<file path="src/rtl/moore_seq_detector.sv">
// Serial Moore sequence detector with a run-time loadable N-bit pattern,
// selectable overlap, and a saturating match counter. All outputs are registers.
module moore_seq_detector #(
    parameter int             N       = 4,
    parameter int             CNT_W   = 4,
    parameter logic [N-1:0]   PAT_RST = 4'b1011
) (
    input  logic             clk,
    input  logic             rst,
    input  logic             en,
    input  logic             x1,
    input  logic             load,
    input  logic [N-1:0]     pat_in,
    input  logic             overlap,
    input  logic             clr_cnt,
    output logic [3:0]       state,
    output logic             z1,
    output logic [CNT_W-1:0] match_cnt,
    output logic             cnt_sat
);

    logic [N-1:0]     pat_q;
    logic [3:0]       state_q;
    logic [3:0]       state_d;
    logic             z1_q;
    logic [CNT_W-1:0] match_cnt_q;
    logic [CNT_W-1:0] cnt_inc;
    logic             cnt_sat_q;

    // pre_ok[s][k]: the k-1 bits preceding x1 in "pat[N-1:N-s],x1" equal the
    // first k-1 pattern bits, i.e. the KMP failure table minus the x1 term.
    logic [N:0] pre_ok [0:N];
    logic [N:0] x_ok;

    for (genvar gi = 0; gi <= N; gi++) begin : g_s
        assign pre_ok[gi][0] = 1'b0;
        for (genvar gk = 1; gk <= N; gk++) begin : g_k
            if (gk > gi + 1) begin : g_none
                assign pre_ok[gi][gk] = 1'b0;
            end else if (gk == 1) begin : g_one
                assign pre_ok[gi][gk] = 1'b1;
            end else begin : g_cmp
                assign pre_ok[gi][gk] =
                    (pat_q[N-1 -: gk-1] == pat_q[N-gi+gk-2 -: gk-1]);
            end
        end
    end

    assign x_ok[0] = 1'b0;
    for (genvar gk = 1; gk <= N; gk++) begin : g_x
        assign x_ok[gk] = (pat_q[N-gk] == x1);
    end

    logic [3:0] s_eff;
    logic [N:0] row;
    logic [N:0] hit;

    always_comb begin
        // Non-overlapping mode restarts from scratch after a full match.
        s_eff = (state_q == 4'(N) && !overlap) ? 4'd0 : state_q;
        row   = '0;
        for (int s = 0; s <= N; s++) begin
            if (s_eff == 4'(s)) begin
                row = pre_ok[s];
            end
        end
        hit     = row & x_ok;
        state_d = 4'd0;
        for (int k = 1; k <= N; k++) begin
            if (hit[k]) begin
                state_d = 4'(k);
            end
        end
        cnt_inc = match_cnt_q + CNT_W'(1);
    end

    always_ff @(posedge clk) begin
        if (rst) begin
            pat_q       <= PAT_RST;
            state_q     <= 4'd0;
            z1_q        <= 1'b0;
            match_cnt_q <= '0;
            cnt_sat_q   <= 1'b0;
        end else begin
            if (load) begin
                pat_q   <= pat_in;
                state_q <= 4'd0;
                z1_q    <= 1'b0;
            end else if (en) begin
                state_q <= state_d;
                z1_q    <= (state_d == 4'(N));
            end

            // Clear beats a same-cycle increment; saturation freezes the count.
            if (clr_cnt) begin
                match_cnt_q <= '0;
                cnt_sat_q   <= 1'b0;
            end else if (en && !load && state_d == 4'(N) && !cnt_sat_q) begin
                match_cnt_q <= cnt_inc;
                cnt_sat_q   <= &cnt_inc;
            end
        end
    end

    assign state     = state_q;
    assign z1        = z1_q;
    assign match_cnt = match_cnt_q;
    assign cnt_sat   = cnt_sat_q;

endmodule

</file>
<file path="config.mk">
export PLATFORM = sky130hd
export DESIGN_NAME = moore_seq_detector
export DESIGN_NICKNAME = d
export VERILOG_FILES = /design/src/rtl/moore_seq_detector.sv
export SDC_FILE = /design/constraint.sdc
export NUM_CORES = 1
export LEC_CHECK = 0
export ABC_AREA = 1
export CAP_MARGIN = 20
export CELL_PAD_IN_SITES_DETAIL_PLACEMENT = 0
export CELL_PAD_IN_SITES_GLOBAL_PLACEMENT = 1
export CORE_UTILIZATION = 29
export CTS_CLUSTER_SIZE = 8
export DETAILED_ROUTE_END_ITERATION = 7
export PLACE_DENSITY_LB_ADDON = 0.3
export SYNTH_ARGS = -nofsm -noshare
export SYNTH_HDL_FRONTEND = slang
export SYNTH_SLANG_ARGS = --single-unit
</file>
<file path="constraint.sdc">
create_clock -name clk -period 1.2 [get_ports clk]
set_clock_uncertainty 0.05 [all_clocks]
set_input_delay 0.12 -clock clk [delete_from_list [all_inputs] [get_ports clk]]
set_output_delay 0.12 -clock clk [all_outputs]
set_load 0.02 [all_outputs]
</file>
==> key figures <==
Placement
  • Placement Cell Area: 1210 µm²
  • PortBufs: 19
  • Final HPWL from detailed placement: 1490 µm
  • Placed Cells incl. Taps: 193
  • Placer Congestion: 0.724

Pwr
  • Reg power frac: 46.1%
  • Peak VDD IR: 0.592 mV
  • Cell Int Power: 0.668 mW
  • NetSw: 0.250 mW
  • Comb power frac: 26.0%
  • Total power: 0.918 mW
  • Sw Ratio: 27.3%
  • Clock power frac: 27.8%
  • Leakage: 0.642 nW
  • Cell Pwr Density: 712 nW/µm²

Layout
  • Final Instance Area: 1290 µm²
  • Most frequent cells in the layout: nand2_1 (32), buf_4 (25), inv_1 (12)
  • Most common cell after layout, fill and taps aside: nand2_1
  • Layout cells sized above 1: 37.3%
  • Nets: 183
  • Layout Cells excl Fill: 199
  • Inserted Diodes: 0
  • P&R area growth vs syn: 57.4%

STA
  • Hold Vio Cnt, Final: 0
  • Fmax: 0.764 GHz
  • Final worst setup slack: -109 ps
  • Final setup TNS: -483 ps
  • Slew Limit Fails: 0
  • Final Critical Period: 1310 ps
  • Final setup fails: 7
  • RSZ-0062 raised after global routing: yes
  • Final hold slack: 392 ps
  • Period Utilization, post-route: 109%

CTS
  • Root Buffer: clkbuf_4
  • Clock Path Buffers: 2
  • CTS Buf Count: 3
  • Worst-Skew Late Latency: 270 ps
  • H-tree lvl count: 1
  • Worst-path clk slew: 70 ps
  • Hold_buf cts: 0
  • TritonCTS clock tree: yes
  • CTS sink cnt: 12

Logic synthesis
  • Sequential fraction of the synthesis area: 29.3%
  • Adder-cell share of the synthesized area: 3.05%
  • Syn nets: 139
  • Syn_area_per_cell: 6.50 µm²
  • Area fraction in compound gates after synthesis: 12.7%
  • Post-synthesis simple-gate area fraction: 36.9%
  • Post-synthesis mux area share: 0%
  • Largest family of logic cells by synthesized area: simple AND/OR/NAND/NOR gates
  • Synthesis-stage register bit count: 12
  • Cell Area, Synth: 820 µm²
  • Yosys cell types: 25
  • Syn Inst Count: 126
  • Yosys warns: 0
  • Xor and xnor area share after synthesis: 7.33%

Floorplan
  • Io pins: 21
  • Row count: 18
  • Initial Utilization: 31.9%
  • Die H: 55.2 µm
  • Die width: 55.2 µm
  • Core box area: 2570 µm²
  • DIE AREA: 3040 µm²

Worst setup path
  • CP required: 1310 ps
  • Type of origin of the critical path: flip-flop
  • Critical path launch point: state[0]
  • Arrival @ worst endpoint: 1420 ps
  • Critical path peak fanout: 6
  • Worst Setup End Kind: flip-flop
  • Crit path kind: reg2reg
  • RR Startpoint: state[0]

Global route
  • Vias in the first global route: 747
  • GRT overflow: 0
  • Largest net degree at the start of global routing: 10
  • GRT Overall Usage: 14.2%
  • Global-route wire length before repair: 3120 µm
  • Initial antenna violation count: 0

Status
  • Outcome: finished, violations left
  • Violated checks: setup timing

Drt
  • First DRT Iteration DRCs: 14
  • # DRC: 0
  • Post-Route WL: 1820 µm
  • DR vias: 846
  • Post-DR vias/cell: 4.25
  • Drt wl/cell: 9.16 µm
  • First-pass DRT Iterations: 4
  • Antenna viol nets, final: 0

Hold path
  • Hold Path Origin: pat_in[0]
  • Hold Crit Class: in2reg

Job
  • MaxCap Viol Count: 0
## power groups by stage
stage               clock network, mW  logic, mW  registers, mW
detailed placement                  0      0.222          0.433
CTS                             0.258      0.236          0.425
global placement                    0      0.222          0.433
global route                    0.283      0.266          0.426
finish                          0.255      0.239          0.424
floorplan                           0      0.114          0.433
## layer usage
layer | global-route usage [%] | vias up | part of all wire, %
li1 | - | 474 | -
met1 | 19.1 | 354 | 52
met2 | 22.5 | 18 | 43
met3 | 4.10 | 0 | 4.9
met4 | 2.50 | 0 | 0
met5 | 0 | - | 0
## worst max-delay path, stage by stage, from the launching register on
cell and delay [ps]:
dfxtp_4 360, nor2_2 110, nand2_2 70, nor2_2 110
nand2_2 90, nand2_4 80, nand3_4 100, nand2_2 90
o21ai_2 50, inv_1 60, nor2_2 30
## what timing repair did
| item | in CTS | in global routing |
|---|---|---|
| pin swaps | 6 | 3 |
| endpoints found under the setup margin | 16 | 12 |
| resized for setup | 22 | 8 |
| endpoints found under the hold margin | 0 | 0 |
| setup buffers | 2 | 0 |
## cell families after synthesis
kind of cell               after synthesis
and+or+nand+nor                         67
other                                    1
buffers and inverters                   20
xor gates and xnor gates                 6
AOI/OAI and AO/OA                       18
DFF                                     12
adders and majority gates                2
## cell usage after synthesis
cell type	count	area, µm²
a21boi_2	1	11.3
a21oi_1	10	50.1
a21oi_2	2	17.5
buf_2	1	5.00
buf_4	2	15.0
clkbuf_1	2	7.51
conb_1	1	3.75
dfxtp_1	12	240
ha_1	2	25.0
inv_1	13	48.8
inv_2	2	7.51
nand2_1	37	139
nand2_2	1	6.26
nand2_4	1	11.3
nand3_1	9	45.0
nand3_4	1	17.5
nor2_1	13	48.8
nor2_2	3	18.8
nor3_2	1	10.0
o21ai_0	4	20.0
o21ai_1	1	5.00
or2_2	1	6.26
xnor2_1	2	17.5
xnor2_2	1	16.3
xor2_1	3	26.3
## cell type report
| type | instances | area [µm²] |
|---|---|---|
| Clock buffer | 4 | 26.3 |
| Fill cell | 273 | 1280 |
| Inverter | 15 | 56.3 |
| Multi-Input combinational cell | 94 | 546 |
| Sequential cell | 12 | 262 |
| Tap cell | 30 | 37.5 |
| Timing Repair Buffer | 44 | 363 |
## worst paths after layout
check,end,slack [ps],cells past startpoint
setup / recovery,match_cnt[1],-110,10
hold / removal,pat_q[0],390,3
setup reg to reg,match_cnt[1],-110,10
hold reg to reg,state[0],450,2
## through the flow
step | utilization, % | setup slack (ps)
global placement | 47.0 | -296
floorplan | - | -54.9
global route | 50.2 | -226
detailed placement | 47.0 | -307
finish | 50.2 | -109
CTS | 49.7 | -109
## registers in the layout, summed over array words and instances, names as in the netlist
| name | cells |
|---|---|
| cnt_sat | 1 |
| match_cnt | 4 |
| state | 3 |
| pat_q | 4 |
(Power assumes the default switching activity.)
